--- config.mk ---
export PLATFORM = sky130hd
export DESIGN_NAME = note_sequencer_flat
export DESIGN_NICKNAME = d
export VERILOG_FILES = /design/src/rtl/music_pkg.sv /design/src/rtl/note_sequencer_if.sv /design/src/rtl/note_sequencer_tick_prescaler.sv /design/src/rtl/note_sequencer.sv /design/src/flat_wrapper.sv
export SDC_FILE = /design/constraint.sdc
export NUM_CORES = 1
export LEC_CHECK = 0
export ABC_AREA = 1
export CAP_MARGIN = 10
export CORE_MARGIN = 1.5
export CORE_UTILIZATION = 41
export CTS_CLUSTER_DIAMETER = 60
export CTS_CLUSTER_SIZE = 16
export DETAILED_ROUTE_END_ITERATION = 16
export PLACE_DENSITY = 0.71
export SYNTH_ARGS = -nofsm -noshare
export SYNTH_HDL_FRONTEND = slang
export SYNTH_SLANG_ARGS = --single-unit
--- constraint.sdc ---
create_clock -name clk -period 2.3 [get_ports clk]
set_input_delay 0.46 -clock clk [delete_from_list [all_inputs] [get_ports clk]]
set_output_delay 0.46 -clock clk [all_outputs]
set_load 0.05 [all_outputs]
--- src/rtl/music_pkg.sv ---
// music_pkg: definitions shared by the note sequencer and the tone generator.
//   - seq_state_t : sequencer FSM states (IDLE, FETCH, WAIT, PLAY)
//   - song ROM word layout: [11:8] duration in beats, [7:0] fullnote code
//   - END_DUR     : duration value that marks the end of the song
//   - REST_NOTE   : fullnote code for silence
package music_pkg;

    typedef enum logic [1:0] {
        IDLE  = 2'd0,
        FETCH = 2'd1,
        WAIT  = 2'd2,
        PLAY  = 2'd3
    } seq_state_t;

    localparam int DUR_MSB  = 11;
    localparam int DUR_LSB  = 8;
    localparam int NOTE_MSB = 7;

    localparam logic [3:0] END_DUR   = 4'd0;
    localparam logic [7:0] REST_NOTE = 8'd0;

    function automatic logic [3:0] rom_dur(input logic [11:0] word);
        return word[DUR_MSB:DUR_LSB];
    endfunction

    function automatic logic [7:0] rom_note(input logic [11:0] word);
        return word[NOTE_MSB:0];
    endfunction

endpackage

--- src/rtl/note_sequencer_if.sv ---
// note_sequencer_if: control, song-ROM and tone-generator signals of the
// note sequencer.
//   play      : level, high = run, low = pause
//   restart   : one-cycle pulse, restart the song from address 0
//   rom_addr  : registered song ROM address
//   rom_data  : ROM word, valid one cycle after rom_addr changes
//   fullnote  : note code to the tone generator
//   note_on   : tone generator may sound fullnote
//   busy      : sequencer is not idle
//   song_done : one-cycle pulse at end of song
//   state_dbg : current sequencer FSM state
//
// Signalling contract: there is no valid/ready pair here. play is a level
// sampled every clock; restart and song_done are single-cycle strobes that
// are acted on in the cycle they are high; rom_data is trusted exactly one
// cycle after rom_addr settles (synchronous ROM), which the FETCH state covers.
// Modports: master = sequencer side, slave = environment (ROM, controller).
interface note_sequencer_if
    import music_pkg::*;
#(
    parameter int ADDR_W = 8
);
    logic              play;
    logic              restart;
    logic [ADDR_W-1:0] rom_addr;
    logic [11:0]       rom_data;
    logic [7:0]        fullnote;
    logic              note_on;
    logic              busy;
    logic              song_done;
    seq_state_t        state_dbg;

    modport master (
        input  play, restart, rom_data,
        output rom_addr, fullnote, note_on, busy, song_done, state_dbg
    );

    modport slave (
        output play, restart, rom_data,
        input  rom_addr, fullnote, note_on, busy, song_done, state_dbg
    );
endinterface

--- src/rtl/note_sequencer_tick_prescaler.sv ---
// tick_prescaler: divides the system clock into tick strobes.
//   clk  : system clock
//   rst  : asynchronous active-high reset
//   en   : count enable; the count is frozen while low
//   clr  : synchronous clear of the count (wins over en)
//   tick : single-cycle strobe when the count reaches TICK_DIV-1 while enabled
// TICK_DIV must be at least 2.
module tick_prescaler #(
    parameter int TICK_DIV = 1562500
) (
    input  logic clk,
    input  logic rst,
    input  logic en,
    input  logic clr,
    output logic tick
);
    localparam int CW = $clog2(TICK_DIV);

    logic [CW-1:0] cnt;

    assign tick = en & ~clr & (cnt == CW'(TICK_DIV - 1));

    always_ff @(posedge clk or posedge rst) begin
        if (rst) begin
            cnt <= '0;
        end else if (clr) begin
            cnt <= '0;
        end else if (en) begin
            cnt <= tick ? '0 : cnt + CW'(1);
        end
    end
endmodule

--- src/rtl/note_sequencer.sv ---
// note_sequencer: plays note/duration records from a synchronous song ROM and
// drives the tone generator with one fullnote code at a time.
//   clk : system clock, rising edge
//   rst : asynchronous active-high reset
//   bus : note_sequencer_if.master (play, restart, rom_addr, rom_data,
//         fullnote, note_on, busy, song_done, state_dbg)
// Parameters: ADDR_W (ROM address width), TICK_DIV (clocks per tick, >= 2),
// BEAT_TICKS (ticks per beat), GAP_TICKS (muted ticks at note start,
// < BEAT_TICKS).
// Build option SEQ_LOOP_EN: when defined the song loops forever from address
// 0; when undefined the sequencer returns to IDLE at end of song and waits for
// a fresh rising edge of play.
module note_sequencer
    import music_pkg::*;
#(
    parameter int ADDR_W     = 8,
    parameter int TICK_DIV   = 1562500,
    parameter int BEAT_TICKS = 16,
    parameter int GAP_TICKS  = 1
) (
    input logic              clk,
    input logic              rst,
    note_sequencer_if.master bus
);
    // Holds up to 15 beats worth of ticks.
    localparam int RW = 4 + $clog2(BEAT_TICKS);

    seq_state_t        state;
    logic [ADDR_W-1:0] addr;
    logic [7:0]        note;
    logic              note_on_r;
    logic              busy_r;
    logic              done_r;
    logic [RW-1:0]     remaining;
    logic [RW-1:0]     elapsed;
    logic [RW-1:0]     elapsed_inc;

    logic       tick;
    logic       pre_en;
    logic       pre_clr;
    logic       start;
    logic [3:0] w_dur;
    logic [7:0] w_note;

    assign w_dur       = rom_dur(bus.rom_data);
    assign w_note      = rom_note(bus.rom_data);
    assign elapsed_inc = elapsed + RW'(1);

    // Counting only happens while playing and unpaused; every new note and
    // every restart starts the tick period from scratch.
    assign pre_en  = (state == PLAY) & bus.play;
    assign pre_clr = (state == WAIT) | bus.restart;

    tick_prescaler #(
        .TICK_DIV(TICK_DIV)
    ) u_tick_prescaler (
        .clk (clk),
        .rst (rst),
        .en  (pre_en),
        .clr (pre_clr),
        .tick(tick)
    );

`ifdef SEQ_LOOP_EN
    assign start = bus.play;
`else
    // Replaying a finished song needs play to drop and rise again, so a held
    // level cannot retrigger.
    logic play_q;

    always_ff @(posedge clk or posedge rst) begin
        if (rst) begin
            play_q <= 1'b0;
        end else begin
            play_q <= bus.play;
        end
    end

    assign start = bus.play & ~play_q;
`endif

    // note_on is registered: each branch computes the value for the state it
    // moves into, so it lags play by one cycle and is low outside PLAY.
    always_ff @(posedge clk or posedge rst) begin
        if (rst) begin
            state     <= IDLE;
            addr      <= '0;
            note      <= REST_NOTE;
            note_on_r <= 1'b0;
            busy_r    <= 1'b0;
            done_r    <= 1'b0;
            remaining <= '0;
            elapsed   <= '0;
        end else begin
            done_r <= 1'b0;
            if (bus.restart) begin
                // Overrides end handling and the note-end tick.
                state     <= FETCH;
                addr      <= '0;
                note      <= REST_NOTE;
                note_on_r <= 1'b0;
                busy_r    <= 1'b1;
                remaining <= '0;
                elapsed   <= '0;
            end else begin
                case (state)
                    IDLE: begin
                        note_on_r <= 1'b0;
                        if (start) begin
                            state  <= FETCH;
                            busy_r <= 1'b1;
                        end
                    end
                    FETCH: begin
                        note_on_r <= 1'b0;
                        state     <= WAIT;
                    end
                    WAIT: begin
                        if (w_dur == END_DUR) begin
                            done_r    <= 1'b1;
                            note      <= REST_NOTE;
                            addr      <= '0;
                            note_on_r <= 1'b0;
`ifdef SEQ_LOOP_EN
                            state     <= FETCH;
                            busy_r    <= 1'b1;
`else
                            state     <= IDLE;
                            busy_r    <= 1'b0;
`endif
                        end else begin
                            note      <= w_note;
                            remaining <= RW'(w_dur) * RW'(BEAT_TICKS);
                            elapsed   <= '0;
                            state     <= PLAY;
                            note_on_r <= bus.play && (GAP_TICKS == 0) &&
                                         (w_note != REST_NOTE);
                        end
                    end
                    PLAY: begin
                        if (tick) begin
                            remaining <= remaining - RW'(1);
                            elapsed   <= elapsed_inc;
                            if (remaining == RW'(1)) begin
                                addr      <= addr + ADDR_W'(1);
                                state     <= FETCH;
                                note_on_r <= 1'b0;
                            end else begin
                                note_on_r <= bus.play &&
                                             (elapsed_inc >= RW'(GAP_TICKS)) &&
                                             (note != REST_NOTE);
                            end
                        end else begin
                            note_on_r <= bus.play &&
                                         (elapsed >= RW'(GAP_TICKS)) &&
                                         (note != REST_NOTE);
                        end
                    end
                    default: begin
                        state <= IDLE;
                    end
                endcase
            end
        end
    end

    assign bus.rom_addr  = addr;
    assign bus.fullnote  = note;
    assign bus.note_on   = note_on_r;
    assign bus.busy      = busy_r;
    assign bus.song_done = done_r;
    assign bus.state_dbg = state;

endmodule
--- src/flat_wrapper.sv ---
// flat-port wrapper written by rule: the top's interface ports become plain ports
module note_sequencer_flat import music_pkg::*;
#(
    parameter int ADDR_W     = 8,
    parameter int TICK_DIV   = 1562500,
    parameter int BEAT_TICKS = 16,
    parameter int GAP_TICKS  = 1
)
  (clk, rst, bus_play, bus_restart, bus_rom_data, bus_rom_addr, bus_fullnote, bus_note_on, bus_busy, bus_song_done, bus_state_dbg);
  note_sequencer_if #(.ADDR_W(ADDR_W)) bus_i ();
  input logic clk;
  input logic rst;
  input wire logic [$bits(bus_i.play)-1:0] bus_play;
  input wire logic [$bits(bus_i.restart)-1:0] bus_restart;
  input wire logic [$bits(bus_i.rom_data)-1:0] bus_rom_data;
  output wire logic [$bits(bus_i.rom_addr)-1:0] bus_rom_addr;
  output wire logic [$bits(bus_i.fullnote)-1:0] bus_fullnote;
  output wire logic [$bits(bus_i.note_on)-1:0] bus_note_on;
  output wire logic [$bits(bus_i.busy)-1:0] bus_busy;
  output wire logic [$bits(bus_i.song_done)-1:0] bus_song_done;
  output wire logic [$bits(bus_i.state_dbg)-1:0] bus_state_dbg;
  assign bus_i.play = bus_play;
  assign bus_i.restart = bus_restart;
  assign bus_i.rom_data = bus_rom_data;
  assign bus_rom_addr = bus_i.rom_addr;
  assign bus_fullnote = bus_i.fullnote;
  assign bus_note_on = bus_i.note_on;
  assign bus_busy = bus_i.busy;
  assign bus_song_done = bus_i.song_done;
  assign bus_state_dbg = bus_i.state_dbg;
  note_sequencer #(.ADDR_W(ADDR_W), .TICK_DIV(TICK_DIV), .BEAT_TICKS(BEAT_TICKS), .GAP_TICKS(GAP_TICKS)) u_core (.clk(clk), .rst(rst), .bus(bus_i));
endmodule
Yosys cells after proc, flatten, opt, wreduce, memory -nomap -nowiden:

Index checks and enable logic that the tools add are counted.

* register bits after elaboration: 59
* word-level logic and storage cells: 85
* input bits: 16
* output and inout bits: 21

* reduce and logical (&&, ||, !) cells: 16
* bitwise logic cells: 7
* $add $sub $neg: 4
* mux-type cells: 36
* order comparisons: 2
* equal/unequal tests: 10

Operators with widths (count)
* 2-to-1 mux 8 bit: 13
* 2-to-1 mux 21 bit: 3
* case mux 8 bit (2 select lines): 3
* adder 21 x 1 -> 21 bit (second input constant): 1
* equality test 21 bit (second input constant): 1
* adder 8 x 1 -> 8 bit (second input constant): 2
* >= comparator 8 x 1 -> 1 bit (second input constant): 2
* != test 3 bit (second input constant): 4
* 2-to-1 mux 2 bit: 5
* 2-to-1 mux 1 bit: 9
* AND reduction 3 bit: 3
* equality test 8 x 1 -> 1 bit (second input constant): 1
* case mux 2 bit (4 select lines): 1
* nonzero test 8 bit: 1
* subtractor 8 x 1 -> 8 bit (second input constant): 1
* nonzero test 3 bit: 2
* AND 1 bit: 4
* equality test 2 bit (second input constant): 2
* logical AND 1 bit: 4
* zero test 4 bit: 1
* case mux 1 bit (2 select lines): 2
* AND reduction 4 bit: 1
* nonzero test 2 bit: 2
* != test 3 x 2 -> 1 bit (second input constant): 1
* 5 further kinds: 6

Longest topological paths before layout:

Gate-level depths: netlist (run 1).

* depth after elaboration: 8
* depth in mapped cells: 11
* mapped depth without buffers: 11

Cells and area by module:

Synthesis (run 1) repeated with hierarchy kept, for this count alone.

* cell total of the unflattened synthesis: 517
* area total of the unflattened synthesis: 3794.9 µm²

Modules (own cells, without submodules)
* note_sequencer: seq. area each 950.9 µm², cells each 333, area each 2394.8 µm², times used 1
* tick_prescaler: seq. area each 525.5 µm², cells each 184, area each 1400.1 µm², times used 1

Worst setup path before layout (run 1):

OpenSTA, ideal clock, no wires.

* path type: reg-to-reg
* from: reg u_core.state[0], in the netlist u_core.bus.state_dbg[0]
* to: reg u_core.addr[0], in the netlist u_core.bus.rom_addr[0]
* setup time: 0.120 ns
* arrival time: 2.028 ns
* period minus slack after synthesis: 2.148 ns
* cell stages (with the launch flop): 12
* path slack: 0.152 ns
* required time: 2.180 ns
* cell sequence: dfrtp_1 -> inv_1 -> ha_1 -> nor2_4 -> nand3_2 -> nor2_2 -> nand3_4 -> nand2_4 -> nand3_4 -> buf_6 -> nand2_1 -> o21ai_2

* word-level cells in the longest chain between the ends: 7
* elaborated cells on any way between the ends: 14
* those cells by class: eq/ne: 5; mux: 2; bitwise: 5; reduce/logical: 2

RTL lines
* from (decl): line note_sequencer.sv:28 `seq_state_t state;`
* from (signal assigned): line note_sequencer.sv:86 `state <= IDLE;`
* from (signal assigned): line note_sequencer.sv:98 `state <= FETCH;`
* from (signal assigned): line note_sequencer.sv:110 `state <= FETCH;`
* equality test 2 bit: line note_sequencer.sv:52, note_sequencer.sv:106
* OR 1 bit: line note_sequencer.sv:52 `assign pre_clr = (state == WAIT) | bus.restart;`
* inverter 1 bit: line note_sequencer_tick_prescaler.sv:21 `assign tick = en & ~clr & (cnt == CW'(TICK_DIV - 1));`
* AND 1 bit (2 in series): line note_sequencer_tick_prescaler.sv:21
* != test 3 bit (no source line)
* AND reduction 4 bit (no source line)
* to (signal assigned): line note_sequencer.sv:145 `addr <= addr + ADDR_W'(1);`
* to (decl): line note_sequencer.sv:29 `logic [ADDR_W-1:0] addr;`

Parallel ways exist; a longest one is shown, timed or not.
A chain may end at the register's enable or synchronous reset.

Final worst setup path (run 1):

* from: reg u_core.addr[4], in the netlist u_core.bus.rom_addr[4]
* to: out bus_rom_addr[4]

RTL lines
* to (decl): line flat_wrapper.sv:16 `output wire logic [$bits(bus_i.rom_addr)-1:0] bus_rom_addr;`

No word-level cell between the ends.

==> results.md, run 1 <==
- Outcome: finished clean
- Largest net degree at the start of global routing: 31
- Clk buf depth: 2
- Syn Area/Cell: roughly 7.3 um^2
- Syn_nets: 535
- Drt total wl: around 8500 um
- GR peak layer: met2
- Die W: 97.8 um
- GRT Overall Usage: between 10% and 20%
- Worst path cell trace: clkdlybuf4s50_1
- Switch Pwr: between 0.001 and 0.0015 W
- Logic pwr share: 32.9%
- F_max: 488 MHz
- DR pass1 iterations: 5
- HPWL after DPL: approximately 6300 um
- Std-Cell Rows: 34
- Mapped Cells: 507
- Cell area after layout: 0.00442 mm^2
- Ys flop type: dfrtp_1
- IO Pins: 37
- Worst min-delay path class: in -> async
- Clk_lat worst skew: 0.34 ns
- CP Capture Type: primary output
- Kind of cell adding the most delay to the critical path: buffers and inverters
- Antenna violations before repair: 0
- Routed len/inst: 12.7 um
- Layout cells sized above 1: 9.59%
- Register area share after synthesis: 40.0%
- Final Skew: 0.0119 ns
- Placed cell area: 0.00424 mm^2
- CP startpoint kind: register
- Via/cell ratio: 5.04
- Max incr delay on CP: 0.83 ns
- First-pass GRT wire length: 15000 um
- Final Cycle Share: 89.0%
- I/O Buffers: 36
- Slew Limit Fails: 0
- Number of routed nets with antenna violations: 0
- Worst Path Arrival: approximately 1.6 ns
- Yosys warning count: 0
- RSZ-0062 raised after global routing: no
- Final Wtd Congestion: 0.906
- EDFF count, synth: 0
- Post-Syn Area: around 0.0037 mm^2
- Sequential share of power: 38.1%
- Setup violations, final: 0
- CTS Hold Bufs: 0
- VDD IR max: roughly 0.32 mV
- Die area: between 0.009 and 0.01 mm^2
- Max FO, Critical Path: 6
- Largest cells by area after synthesis: dfrtp_1, nand2_1, inv_1
- Num Clock Sinks: 59
- Sum of negative setup slack: 0 ns
- Final Hold Viols: 0
- P per Cell Area: 717 mW/mm^2
- Cell accounting for the most synthesized area: dfrtp_1
- Root Buffer: clkbuf_8
- Switching share of power: between 30% and 40%
- Global route overflow: 0
- Synth unique cells: 33
- Worst EP required: between 1.5 and 2 ns
- Core area: 0.00872 mm^2
- Initial Util: 42.3%
- Tmin final: 2.05 ns
- Async S/R FF share, synth: 100%
- Synth Register Bits: between 50 and 60
- Drt initial violations: 146
- Total CTS buffers: 9
- Met3 usage: under 10%
- Layout Nets: 586
- DRC: 0
- Post-CTS resize count: 0
- Vias: 3384
- Worst slew margin: between 60% and 70%
- Met1 Use GR: 24.3%
- Slew @ Worst Pin: 0.536 ns
- P_leak: around 2.1 nW
- Clock network fraction of design power: about 29%
- Cell Int Power: 0.00200 W
- CTS tree: yes
- H-tree depth: 3
- Share of the synthesized area in the top cell type: between 40% and 50%
- Critical path type: reg -> out
- Worst Path Buf+Inv: 1
- Die Ht: around 100 um
- P&R area growth vs syn: 20.0%
- Met2 Usage GRT: 32.4%
- Post-CTS setup buffer count: 0
- MaxCap Viol Count: 0
- N_diodes: 0
- Crit-path slowest cell: clkdlybuf4s50_1
- Number of global-route vias before repair: 3331
- CTS clk-pin slew, worst paths: 0.07 ns
## synth_stat cells (all sizes together), types with 2 or more instances
cell type	count
a21oi	7
buf	5
clkbuf	4
dfrtp	59
ha	12
inv	67
nand2	154
nand3	42
nand4	18
nor2	60
nor3	4
nor4	2
o211ai	3
o21ai	43
o21bai	2
o22ai	4
or2	5
xnor2	2
xor2	10
## flip-flops by register name (all words and copies together) (netlist names)
name and cells:
u_core.bus.note_on 1, u_core.elapsed 8, u_core.play_q 1, u_core.bus.fullnote 8, u_core.bus.state_dbg 2, u_core.bus.rom_addr 8, u_core.bus.song_done 1, u_core.bus.busy 1
u_core.remaining 8, u_core.u_tick_prescaler.cnt 21
## worst paths after layout
kind | cells after the start | start | to | slack [ns]
max | 1 | u_core.bus.rom_addr[4] | bus_rom_addr[4] | 0.25
min | 2 | rst | u_core.bus.fullnote[1] | 0.43
max reg2reg | 10 | u_core.u_tick_prescaler.cnt[0] | u_core.u_tick_prescaler.cnt[18] | 0.34
min reg2reg | 2 | u_core.remaining[7] | u_core.remaining[7] | 0.50
max in group asynchronous | 3 | rst | u_core.u_tick_prescaler.cnt[12] | 1.35
min in group clk | 2 | u_core.remaining[7] | u_core.remaining[7] | 0.50
## cell families after synthesis
family                   count (synthesis)  share of synthesized area, %
AO/OA/AOI/OAI                           60                          9.91
buffers and inverters                   76                          8.38
XOR/XNOR                                12                          2.85
AND/OR/NAND/NOR                        288                          34.7
flip-flops                              59                          40.0
adder cells (fa/ha/maj)                 12                          4.07
## final cells by class
cell class	count	area (um^2)
Timing Repair Buffer	49	470
Clock buffer	14	153
Clock inverter	2	35.0
Tap cell	108	135
Multi-Input combinational cell	372	1900
Fill cell	834	4300
Sequential cell	59	1480
Inverter	67	251
## per-layer routing
layer / vias to the layer above / wire length, um
met4: 0 / 102
met5: - / 0
li1: 1725 / -
met2: 59 / 4190
met1: 1586 / 3880
met3: 14 / 326
## cell usage in the layout, fill, tap and decap left out
cell             count
a21oi_1              7
nand3_4              3
clkinv_2             1
o21ai_2             12
xor2_1              10
nand2_1            153
bufinv_16            1
clkbuf_1             4
nand4_1             18
nor4_1               2
nand3_2              1
buf_4               12
xnor2_1              2
dfrtp_1             59
a21o_1               1
nor3_1               4
o21ai_1              6
inv_1               64
nor2_2               2
nand3_1             38
o21bai_1             2
o21ai_0             25
or2_2                5
clkbuf_8            10
ha_1                12
nor2_4               2
or3_1                1
o211ai_1             3
clkdlybuf4s50_1     36
buf_12               1
nor3b_1              1
inv_2                3
nand2_4              1
nand3b_1             1
nor2_1              56
o22ai_1              4
## metrics by stage
stage / hold slack, ns / total power [W] / cells / utilization (%) / setup slack [ns]
2_1_floorplan: 0.449 / 0.00200 / 507 / - / 0.152
3_3_place_gp: 0.472 / 0.00225 / 655 / 48.6 / 0.109
3_5_place_dp: 0.489 / 0.00227 / 655 / 48.6 / 0.106
4_1_cts: 0.439 / 0.00321 / 671 / 50.7 / 0.232
5_1_grt: 0.484 / 0.00339 / 671 / 50.7 / 0.0913
6_report: 0.429 / 0.00317 / 671 / 50.7 / 0.252
## power by group through the flow
stage / combinational [W] / sequential (W) / clock [W]
finish: 0.00104 / 0.00121 / 0.000923
global route: 0.00117 / 0.00122 / 0.000991
CTS: 0.00105 / 0.00121 / 0.000944
detailed placement: 0.00105 / 0.00123 / 0
global placement: 0.00102 / 0.00122 / 0
floorplan: 0.000668 / 0.00133 / 0
Power figures use the tool's default switching activity.
==> run 2, diff against run 1 <==
--- a/config.mk
+++ b/config.mk
@@ -12,7 +12,8 @@
 export CTS_CLUSTER_DIAMETER = 60
 export CTS_CLUSTER_SIZE = 16
 export DETAILED_ROUTE_END_ITERATION = 16
-export PLACE_DENSITY = 0.71
+export PLACE_DENSITY = 0.6
+export SKIP_CTS_REPAIR_TIMING = 1
 export SYNTH_ARGS = -nofsm -noshare
 export SYNTH_HDL_FRONTEND = slang
 export SYNTH_SLANG_ARGS = --single-unit
==> results.md, run 2 (synthesis results as in run 1) <==
- Placed cell area: 0.00423 mm^2 (-0.18%)
- Critical path type: reg -> out
- Drt initial violations: 110 (-25%)
- Clk buf depth: 2 (unchanged)
- N_diodes: 0 (unchanged)
- VDD IR max: 0.269 mV (-17%)
- Clk_lat worst skew: 0.34 ns (about the same)
- Critical path startpoint: u_core.bus.state_dbg[1]
- Area of the multi-input gates: 0.00190 mm^2 (unchanged)
- Routed len/inst: 12.9 um (+1.8%)
- Fillers: 854 (+2.4%)
- DRC: 0 (unchanged)
- Final Wtd Congestion: 0.838 (-7.5%)
- Initial Util: 42.3% (unchanged)
- Die area: 0.00957 mm^2 (unchanged)
- Root Buffer: clkbuf_8
- Number of routed nets with antenna violations: 0 (unchanged)
- Worst path cell trace: clkdlybuf4s50_1
- Met2 Usage GRT: 32.1% (-0.27 points)
- FF+latch area: 0.00148 mm^2 (unchanged)
- Cell area after layout: 0.00439 mm^2 (-0.76%)
- Total CTS buffers: 9 (unchanged)
- F_max: 488 MHz (about the same)
- CTS clk-pin slew, worst paths: 0.07 ns (about the same)
- MaxCap Viol Count: 0 (unchanged)
- Drt total wl: 8640 um (+1.6%)
- IO Pins: 37 (unchanged)
- Layout Nets: 585 (-0.17%)
- Slew Limit Fails: 0 (unchanged)
- P_leak: 2.04 nW (-0.99%)
- GR peak layer: met2
- Worst EP required: 1.84 ns (about the same)
- Worst Path Buf+Inv: 1 (unchanged)
- Met1 Use GR: 25.1% (+0.84 points)
- Worst min-delay path class: in -> async
- Biggest register: u_core.u_tick_prescaler.cnt
- H-tree depth: 3 (unchanged)
- Via/cell ratio: 4.98 (-1.3%)
- I/O Buffers: 36 (unchanged)
- Std-Cell Rows: 34 (unchanged)
- Vias: 3334 (-1.5%)
- Max FO, Critical Path: 5 (-1)
- Largest net degree at the start of global routing: 48 (+55%)
- Crit-path slowest cell: clkdlybuf4s50_1
- Layout cells sized above 1: 9.79% (+0.20 points)
- HPWL after DPL: 6340 um (+0.41%)
- Most frequent cells in the layout: nand2_1, inv_1, dfrtp_1
- P&R area growth vs syn: 19.0%
- CP startpoint kind: register
- Largest register FFs: 21 (unchanged)
- CP Capture Type: primary output
- Kind of cell adding the most delay to the critical path: buffers and inverters
- Tmin final: 2.05 ns (+0.00136 ns)
- DR pass1 iterations: 4 (-1)
- Outcome: finished clean
- Die Ht: 97.8 um (unchanged)
- Final Cycle Share: 89.1% (about the same)
- RSZ-0062 raised after global routing: no
- Final Hold Viols: 0 (unchanged)
- First-pass GRT wire length: 15100 um (+0.55%)
- Setup violations, final: 0 (unchanged)
- Die W: 97.8 um (unchanged)
- Num Clock Sinks: 59 (unchanged)
- Antenna violations before repair: 0 (unchanged)
- Number of global-route vias before repair: 3285 (-1.4%)
- Core area: 0.00872 mm^2 (unchanged)
- Worst r2r src: u_core.u_tick_prescaler.cnt[0]
- Most common cell after layout, fill and taps aside: nand2_1
- CTS tree: yes
- Final Skew: 0.00710 ns (-0.00483 ns)
- Met3 usage: 4.01% (-0.64 points)
- P per Cell Area: 696 mW/mm^2 (-3.0%)
- Sum of negative setup slack: 0 ns (unchanged)
- Slew @ Worst Pin: 0.521 ns (-0.0152 ns)
- Max incr delay on CP: 0.83 ns (about the same)
- Worst Path Arrival: 1.59 ns (about the same)
- GRT Overall Usage: 19.3% (+0.28 points)
- Global route overflow: 0 (unchanged)
- Worst slew margin: 65.1% (+1.0 points)
## run 2: changes by cell type in the layout (fill, tap and decap cells not counted)
cell	change
buf_4	-1
bufinv_16	-1
clkbuf_1	-2
clkbuf_8	-1
clkinv_2	+2
clkinvlp_4	+2
## run 2: metal layers
layer | share of wire, % | up-vias | routed length [um]
li1 | - | 1723 | -
met3 | 2.7 | 7 | 232
met5 | 0 | - | 0
met4 | 0.91 | 0 | 79
met1 | 49 | 1571 | 4190
met2 | 48 | 33 | 4140
## run 2: worst paths after layout
check                                             endpoint  slack [ns]  depth (start not counted)
setup reg to reg           u_core.u_tick_prescaler.cnt[16]        0.33                         10
setup / recovery                          bus_state_dbg[1]        0.25                          1
max in group asynchronous  u_core.u_tick_prescaler.cnt[18]        1.36                          3
hold / removal                      u_core.bus.fullnote[4]        0.38                          2
min in group clk                       u_core.remaining[7]        0.50                          2
hold reg to reg                        u_core.remaining[7]        0.50                          2
## run 2: final cells by class
type / count / share of cell area, %
multi-input combinational: 372 / 43.3
sequential: 59 / 33.6
timing repair buffer: 48 / 10.5
inverter: 67 / 5.73
tap: 108 / 3.08
clock buffer: 11 / 2.99
clock inverter: 5 / 0.684
## run 2: report_power, final
group	internal, W	switching, W
clock network	0.000385	0.000421
registers	0.00112	0.0000857
logic	0.000350	0.000691
total	0.00186	0.00120
## run 2: stage by stage
| stage | instances | hold slack, ns | util, % | worst slack (ns) | total power, W |
|---|---|---|---|---|---|
| floorplan | 507 | 0.449 | - | 0.152 | 0.00200 |
| global placement | 654 | 0.470 | 48.5 | 0.111 | 0.00226 |
| detailed placement | 654 | 0.491 | 48.5 | 0.0929 | 0.00228 |
| CTS | 670 | 0.374 | 50.3 | 0.223 | 0.00310 |
| global route | 670 | 0.393 | 50.3 | 0.0767 | 0.00326 |
| finish | 670 | 0.380 | 50.3 | 0.251 | 0.00305 |
==> run 3, diff against run 2 <==
--- a/config.mk
+++ b/config.mk
@@ -17,3 +17,4 @@
 export SYNTH_ARGS = -nofsm -noshare
 export SYNTH_HDL_FRONTEND = slang
 export SYNTH_SLANG_ARGS = --single-unit
+export TNS_END_PERCENT = 20
==> results of run 3 <==
Same layout as run 2: the final DEF is identical, and so are final timing and power.
